[src/rtl/decoder_pkg.sv]
// Shared state encoding and sizing helpers for the registered one-hot pulse decoder.
package decoder_pkg;

  typedef enum logic [1:0] {
    IDLE  = 2'd0,
    DRIVE = 2'd1,
    GAP   = 2'd2
  } stateT;

  localparam int DEFAULT_CODE_W = 2;

  function automatic int outWidth(input int codeW);
    return 1 << codeW;
  endfunction

  function automatic int maxInt(input int a, input int b);
    return (a > b) ? a : b;
  endfunction

endpackage

[src/rtl/pulse_timer.sv]
// Loadable down-counter that stops at zero; shared by the drive window and the idle gap.
module pulse_timer #(
  parameter int W = 2
) (
  input  logic         clk,
  input  logic         rst_n,
  input  logic         load,
  input  logic [W-1:0] value,
  input  logic         dec,
  output logic         zero
);

  logic [W-1:0] count;

  // Load has priority over decrement, and the count never wraps below zero.
  always_ff @(posedge clk) begin
    if (!rst_n) begin
      count <= '0;
    end else if (load) begin
      count <= value;
    end else if (dec && (count != '0)) begin
      count <= count - W'(1);
    end
  end

  assign zero = (count == '0);

endmodule

[src/rtl/decoder_2to4_pulse.sv]
// Registered binary-to-one-hot decoder: each accepted code is driven for HOLD_CYCLES clocks,
// followed by GAP_CYCLES all-zero clocks, with a one-entry pending slot for the next code.
module decoder_2to4_pulse
  import decoder_pkg::*;
#(
  parameter int CODE_W      = DEFAULT_CODE_W,
  parameter int HOLD_CYCLES = 1,
  parameter int GAP_CYCLES  = 0,
  localparam int OUT_W      = outWidth(CODE_W)
) (
  input  logic              clk,
  input  logic              rst_n,
  input  logic              in_valid,
  input  logic [CODE_W-1:0] in_code,
  output logic              in_ready,
  output logic              out_valid,
  output logic [OUT_W-1:0]  out_onehot,
  output logic [CODE_W-1:0] out_code,
  output logic              busy
);

  localparam int CNT_W = $clog2(maxInt(HOLD_CYCLES, GAP_CYCLES) + 1);
  localparam logic [CNT_W-1:0] HOLD_LOAD = CNT_W'(HOLD_CYCLES - 1);
  localparam logic [CNT_W-1:0] GAP_LOAD  = CNT_W'((GAP_CYCLES > 0) ? GAP_CYCLES - 1 : 0);

  stateT             state;
  stateT             nextState;
  logic [CODE_W-1:0] activeCode;
  logic [CODE_W-1:0] nextCode;
  logic [CODE_W-1:0] pendCode;
  logic [CODE_W-1:0] nextPendCode;
  logic              pendVld;
  logic              nextPendVld;
  logic              timerLoad;
  logic              timerDec;
  logic              timerZero;
  logic [CNT_W-1:0]  timerValue;
  logic              transfer;
  logic [OUT_W-1:0]  decoded;

  assign in_ready = rst_n & ~pendVld;
  assign transfer = in_valid & in_ready;
  assign busy     = (state != IDLE) | pendVld;
  assign decoded  = OUT_W'(1) << nextCode;

  pulse_timer #(
    .W(CNT_W)
  ) uTimer (
    .clk  (clk),
    .rst_n(rst_n),
    .load (timerLoad),
    .value(timerValue),
    .dec  (timerDec),
    .zero (timerZero)
  );

  // A full pending slot always wins at window end; because in_ready is low while the slot
  // is full, a bypass of the incoming code can only happen with the slot empty.
  always_comb begin
    nextState    = state;
    nextCode     = activeCode;
    nextPendVld  = pendVld;
    nextPendCode = pendCode;
    timerLoad    = 1'b0;
    timerValue   = HOLD_LOAD;
    timerDec     = 1'b0;
    unique case (state)
      IDLE: begin
        if (transfer) begin
          nextState = DRIVE;
          nextCode  = in_code;
          timerLoad = 1'b1;
        end
      end
      DRIVE, GAP: begin
        if (!timerZero) begin
          timerDec = 1'b1;
          if (transfer) begin
            nextPendVld  = 1'b1;
            nextPendCode = in_code;
          end
        end else if ((state == DRIVE) && (GAP_CYCLES > 0)) begin
          nextState  = GAP;
          timerLoad  = 1'b1;
          timerValue = GAP_LOAD;
          if (transfer) begin
            nextPendVld  = 1'b1;
            nextPendCode = in_code;
          end
        end else if (pendVld) begin
          nextState   = DRIVE;
          nextCode    = pendCode;
          nextPendVld = 1'b0;
          timerLoad   = 1'b1;
        end else if (transfer) begin
          nextState = DRIVE;
          nextCode  = in_code;
          timerLoad = 1'b1;
        end else begin
          nextState = IDLE;
        end
      end
      default: begin
        nextState = IDLE;
      end
    endcase
  end

  // Outputs are registered from the next state so they line up with the state they describe.
  always_ff @(posedge clk) begin
    if (!rst_n) begin
      state      <= IDLE;
      activeCode <= '0;
      pendVld    <= 1'b0;
      pendCode   <= '0;
      out_valid  <= 1'b0;
      out_onehot <= '0;
      out_code   <= '0;
    end else begin
      state      <= nextState;
      activeCode <= nextCode;
      pendVld    <= nextPendVld;
      pendCode   <= nextPendCode;
      out_valid  <= (nextState == DRIVE);
      out_onehot <= (nextState == DRIVE) ? decoded : '0;
      out_code   <= (nextState == DRIVE) ? nextCode : '0;
    end
  end

endmodule
[config.mk]
export PLATFORM = sky130hd
export DESIGN_NAME = decoder_2to4_pulse
export DESIGN_NICKNAME = d
export VERILOG_FILES = /design/src/rtl/decoder_pkg.sv /design/src/rtl/pulse_timer.sv /design/src/rtl/decoder_2to4_pulse.sv
export SDC_FILE = /design/constraint.sdc
export NUM_CORES = 1
export LEC_CHECK = 0
export ABC_CLOCK_PERIOD_IN_PS = 5000
export CAP_MARGIN = 0
export CORE_UTILIZATION = 30
export CTS_CLUSTER_DIAMETER = 200
export DETAILED_ROUTE_END_ITERATION = 8
export DONT_BUFFER_PORTS = 1
export MAX_ROUTING_LAYER = met4
export PLACE_DENSITY = 0.55
export SETUP_SLACK_MARGIN = 0.2
export SLEW_MARGIN = 20
export SYNTH_ARGS = -nofsm -noshare
export SYNTH_HDL_FRONTEND = slang
export SYNTH_SLANG_ARGS = --single-unit
[constraint.sdc]
create_clock -name clk -period 5 [get_ports clk]
set_clock_uncertainty 0.15 [all_clocks]
set_input_delay 0.5 -clock clk [delete_from_list [all_inputs] [get_ports clk]]
set_output_delay 0.5 -clock clk [all_outputs]
set_load 0.005 [all_outputs]
==> results.cfg, run 1 <==
[yosys]
synth_nets = 79
netlist_instances = 72
synth_top_area_share_pct = 43.0
syn_area_um2 = 698
synth_cell_type_count = 29
ys_seq_area_share_pct = 43.0
yosys_warnings = 0
yosysTopAreaCell = dfxtp_1
syn_avg_cell_area_um2 = 9.70
synth_seq_cells = 15
ys_top_cells_by_area = dfxtp_1 (43%), mux2i_1 (4.3%), a21oi_1 (3.6%)

[timing]
grt_setup_unrepaired = no
tns_ns = 0
tightest_slew_ns = 0.436
slew_headroom_pct = 70.6
maxSlewViolCount = 0
hold_viol = 0
fmax_mhz = 527
finalSetupViolations = 0
period_share_pct = 38.0
period_minus_slack_ns = 1.90

[placement]
gp_congestion = 0.750
placed_area_um2 = 722
io_buffers = 0
hpwl_um = 1020

[global_route]
met2_usage_pct = 19.8
met3_usage_pct = 3.03
grt_busiest_layer = met2
met1_usage_pct = 14.1
grt_max_degree = 12
grt_pass1_wl_um = 2280
overflow = 0
grt_usage_pct = 12.8
antenna_found_initial = 0
grt_pass1_vias = 512

[die]
core-area_mm2 = 0.00221
die_w_um = 50.2
fp.dieArea_mm2 = 0.00252
start_util_pct = 31.6
rows = 17
die_h_um = 50.2
io_pins = 14

[route]
routed_wl_um = 1340
via_count = 516
drcViolationCount = 0
postRouteAntennaNets = 0
first_pass_iters = 4
drt_iter0_markers = 14
wl_per_cell_um = 13.0
vias_per_cell = 5.01

[critical_path]
arrival_ns = 1.97
crit_chain = inv_1 > ha_1 > nand2b_1 > a22oi_1 > o221ai_2 > and4bb_1
end_kind = register
cp-start-kind = register
startpoint = state[1]$_SDFF_PN0_
cp.required_ns = 5.08
crit_slowest_cell = ha_1
r2r_start = state[1]$_SDFF_PN0_
slowest_delay_ns = 0.36
path_buf_inv = 1
crit_fanout = 7
critPathTopFamily = compound AO/OA/AOI/OAI gates
critPathKind = reg2reg

[clock_tree]
cts_hold_buffers = 0
cts_buffer_depth = 2
cts_tree = done
clkTransAtPathRegs_ns = 0.09
post_cts_buffers = 0
clock_sinks = 15
cts_resized = 0
cts_max_level = 1
cts_made_buffers = 3
clk_latency_ns = 0.28
clockRootBuffer = clkbuf_4

[cells_and_area]
multiInputGateArea_um2 = 364
design_area_um2 = 748
regArea_um2 = 300
fin_nets = 83
antenna_cells = 0
nFillCells = 238
area.growth.synth_to_final_pct = 7.17
final_layout_size_suffix_gt1_share_pct = 9.33
utilization_pct = 33.8

[power]
power_frac_clock_pct = 29.3
power.internal_uw = 172
vdd_drop_max_uv = 111
sw_frac_of_total_pct = 26.3
p_leak_nw = 0.293
combPwrFrac_pct = 14.9
p_switching_uw = 61.1
power_density_mw_per_mm2 = 311
seqPwrFrac_pct = 55.8

[job]
cap_violations = 0

[hold_path]
min_from = rst_n
min_path_type = in2reg

[status]
run_status = completed
==> per-layer routing <==
metal / vias to the layer above / wire [um]
li1: 270 / -
met1: 229 / 631
met2: 10 / 610
met3: 7 / 45
met4: 0 / 53
met5: - / 0
==> path summary, 6_finish.rpt <==
kind / end / slack [ns] / cells past startpoint
setup reg to reg: out_onehot[0]$_SDFF_PP0_ / 3.10 / 6
hold reg to reg: pendCode[1]$_SDFFE_PN0P_ / 0.35 / 2
hold / removal: pendVld$_SDFFE_PN0P_ / 0.18 / 2
setup / recovery: out_onehot[0]$_SDFF_PP0_ / 3.10 / 6
==> worst register-to-register path: stages (launching register included) <==
cell	delay, ns
dfxtp_1	0.34
inv_1	0.08
ha_1	0.36
nand2b_1	0.11
a22oi_1	0.28
o221ai_2	0.23
and4bb_1	0.30
==> cells in the final DEF, fill, tap and decap left out, drive strengths merged <==
cell type / instances
inv: 6
o22a: 1
a22oi: 1
nand3b: 1
mux2i: 3
o311ai: 1
and3: 1
clkbuf: 4
and2: 1
and4b: 1
and4bb: 1
a211oi: 3
a2111oi: 1
a2111o: 1
nor2: 4
a21boi: 3
o31a: 1
nand2b: 3
o22ai: 1
nor3b: 1
ha: 2
o21ai: 4
a21oi: 5
o21a: 1
nor2b: 2
o221ai: 1
dfxtp: 15
nand2: 6
==> cells in the mapped netlist, drive strengths merged <==
cell / n
nand3b: 1
and4bb: 1
o311ai: 1
nand2: 6
o22a: 1
nor2b: 2
o22ai: 1
and4b: 1
nor3b: 1
nor2: 4
a211oi: 3
and3: 1
a21boi: 3
inv: 6
a21oi: 5
a2111oi: 1
a2111o: 1
and2: 1
buf: 1
o221ai: 1
dfxtp: 15
ha: 2
o31a: 1
o21ai: 4
o21a: 1
nand2b: 3
mux2i: 3
a22oi: 1
==> power groups by stage <==
stage                     Combinational (mW)  Sequential, mW  Clock (mW)
after floorplan                       0.0304           0.132           0
after global placement                0.0345           0.133           0
after detailed placement              0.0346           0.133           0
after CTS                             0.0347           0.130      0.0701
after global routing                  0.0389           0.131      0.0759
final                                 0.0346           0.130      0.0682
==> cell type report <==
type                       instances  area share, %
tap                               28           4.68
sequential                        15           40.1
clock buffer                       4           3.51
multi-input combinational         50           48.7
inverter                           6           3.01
==> state kept, by name (all words and copies together), names as in the netlist <==
register / count
activeCode: 2
out_onehot: 4
out_valid: 1
pendVld: 1
out_code: 2
pendCode: 2
uTimer.count: 1
state: 2
==> per-stage QoR <==
stage	instances	worst slack, ns	hold slack (ns)	total power, mW
after floorplan	72	3.27	0.303	0.162
after global placement	99	3.14	0.326	0.167
after detailed placement	99	3.12	0.345	0.167
after CTS	103	3.09	0.175	0.235
after global routing	103	2.90	0.166	0.246
final	103	3.10	0.179	0.233
==> cell families (layout without fill, tap and decap cells) <==
group	Yosys count	in the layout	synth area share (%)
adder cells (fa/ha/maj)	2	2	3.58
flip-flops	15	15	43.0
multiplexers	3	3	4.30
AO/OA/AOI/OAI	24	24	25.6
buffers and inverters	7	10	4.84
AND/OR/NAND/NOR	21	21	18.6
Note: power is estimated with default switching activity, not from simulation.
==> inputs of run 2 (changes only) <==
--- a/config.mk
+++ b/config.mk
@@ -5,7 +5,7 @@
 export SDC_FILE = /design/constraint.sdc
 export NUM_CORES = 1
 export LEC_CHECK = 0
-export ABC_CLOCK_PERIOD_IN_PS = 5000
+export ABC_CLOCK_PERIOD_IN_PS = 1900
 export CAP_MARGIN = 0
 export CORE_UTILIZATION = 30
 export CTS_CLUSTER_DIAMETER = 200
==> constraint.sdc (replaced) <==
create_clock -name clk -period 1.9 [get_ports clk]
set_clock_uncertainty 0.15 [all_clocks]
set_input_delay 0.19 -clock clk [delete_from_list [all_inputs] [get_ports clk]]
set_output_delay 0.19 -clock clk [all_outputs]
set_load 0.005 [all_outputs]
==> run 2 against run 1 <==
  * Combinational power grew to 4.0 times the previous value
  * Die area unchanged
  * Highest routed layer unchanged
  * Flip-flop and latch count unchanged
  * First-iteration DRC count is 14% lower
  * Critical path type unchanged
  * Core utilization up 6.3 points
  * Fmax up 8.8%
  * Global-route usage is 1.1 points higher
  * Design area is 19% higher
  * Register-to-register slack lost 2.9 ns
  * Sequential power rose to 2.6 times the previous value
  * Final cell count rose by 9.7%
  * Largest power group unchanged
  * Clock-buffer cell count down 1
==> results.cfg, run 2 (same netlist as run 1, synthesis figures left out) <==
[status]
run_status = completed

[route]
vias_per_cell = 5.21
routed_wl_um = 1590
postRouteAntennaNets = 0
first_pass_iters = 4
via_count = 589
wl_per_cell_um = 14.1
drt_iter0_markers = 12
drcViolationCount = 0

[power]
p_leak_nw = 0.347
power.internal_uw = 478
vdd_drop_max_uv = 351
seqPwrFrac_pct = 50.3
power_frac_clock_pct = 29.1
p_switching_uw = 203
sw_frac_of_total_pct = 29.8
p_total_uw = 681
combPwrFrac_pct = 20.5
power_density_mw_per_mm2 = 766

[clock_tree]
cts_tree = done
cts_max_level = 1
clock_sinks = 15
clk_latency_ns = 0.30
cts_made_buffers = 3
clkTransAtPathRegs_ns = 0.10
clockRootBuffer = clkbuf_4
cts_buffer_depth = 2

[cells_and_area]
antenna_cells = 0
fin_nets = 93
design_area_um2 = 888
area.growth.synth_to_final_pct = 27.2
mostFrequentLayoutCells = dfxtp_1 (13), buf_4 (6), nand2_1 (5)
regArea_um2 = 303
final_layout_size_suffix_gt1_share_pct = 28.2
layout_commonest_cell = dfxtp_1
nFillCells = 219
largest_reg_flops = 4
largest-register = out_onehot
utilization_pct = 40.2
multiInputGateArea_um2 = 413

[placement]
io_buffers = 0
placed_area_um2 = 734
gp_congestion = 0.757
hpwl_um = 976

[die]
start_util_pct = 31.6
core-area_mm2 = 0.00221
die_w_um = 50.2
rows = 17
fp.dieArea_mm2 = 0.00252
io_pins = 14
die_h_um = 50.2

[critical_path]
end_kind = register
critPathKind = reg2reg
crit_fanout = 6
critPathTopFamily = compound AO/OA/AOI/OAI gates
path_buf_inv = 1
crit_slowest_cell = a2111o_1
arrival_ns = 1.80
slowest_delay_ns = 0.48
crit_chain = inv_4 > ha_4 > nand2b_4 > a2111o_1 > and4b_1
cp.required_ns = 1.95
cp-start-kind = register

[timing]
period_share_pct = 91.8
tightest_slew_ns = 0.477
grt_setup_unrepaired = yes
maxSlewViolCount = 0
hold_viol = 0
fmax_mhz = 573
slew_headroom_pct = 67.8
finalSetupViolations = 0
tns_ns = 0
period_minus_slack_ns = 1.74

[global_route]
grt_max_degree = 10
grt_usage_pct = 13.9
grt_pass1_wl_um = 2420
overflow = 0
grt_pass1_vias = 523
antenna_found_initial = 0

[job]
cap_violations = 0

[hold_path]
min_path_type = in2reg
run 2: cell types whose count changed in the layout (fill, tap and decap cells not counted), moves of 2 or more:
cell           delta
inv_1             -2
buf_4             +6
dfxtp_2           +2
dfxtp_1           -2
a21oi_2           +2
a21oi_1           -2
dlygate4sd3_1     +4
run 2: what timing repair did:
item	CTS	global route
buffers inserted	2	3
hold endpoints to repair	6	0
hold buffers	4	0
gates resized for setup	6	6
endpoints found under the setup margin	6	8
pin swaps	2	5
run 2: metal layers:
metal	track usage, %	vias to the layer above	share of wire (%)
li1	-	288	-
met1	14.9	280	41
met2	20.4	17	49
met3	4.85	4	6.7
met4	11.4	0	2.3
met5	-	-	0
run 2: layout make-up:
class                      count  area share [%]
clock inverter                 1           0.563
clock buffer                   3            2.54
tap                           28            3.94
inverter                       6            2.82
sequential                    15            34.1
multi-input combinational     50            46.5
timing repair buffer          10            9.58
run 2: power groups by stage:
stage          combinational, mW  clock, mW  sequential [mW]
6_report                   0.140      0.198            0.343
5_1_grt                    0.149      0.214            0.345
4_1_cts                    0.124      0.194            0.342
3_5_place_dp              0.0928          0            0.349
3_3_place_gp              0.0930          0            0.349
2_1_floorplan             0.0825          0            0.347
run 2: stage by stage:
| step | worst slack (ns) | instances | hold WS [ns] |
|---|---|---|---|
| global placement | 0.0751 | 100 | 0.180 |
| CTS | 0.205 | 110 | 0.0430 |
| detailed placement | 0.0479 | 100 | 0.164 |
| finish | 0.155 | 113 | 0.0346 |
| global route | 0.100 | 113 | 0.0281 |
| floorplan | 0.213 | 72 | 0.185 |
run 2: path summary, 6_finish.rpt:
kind                                     startpoint                  endpoint  slack, ns  cells past startpoint
worst max-delay path            state[1]$_SDFF_PN0_  out_onehot[2]$_SDFF_PN0_       0.16                      5
worst min-delay path                          rst_n       state[0]$_SDFF_PN0_       0.03                      2
worst max register to register  state[1]$_SDFF_PN0_  out_onehot[2]$_SDFF_PN0_       0.16                      5
worst min register to register  state[1]$_SDFF_PN0_       state[1]$_SDFF_PN0_       0.34                      2
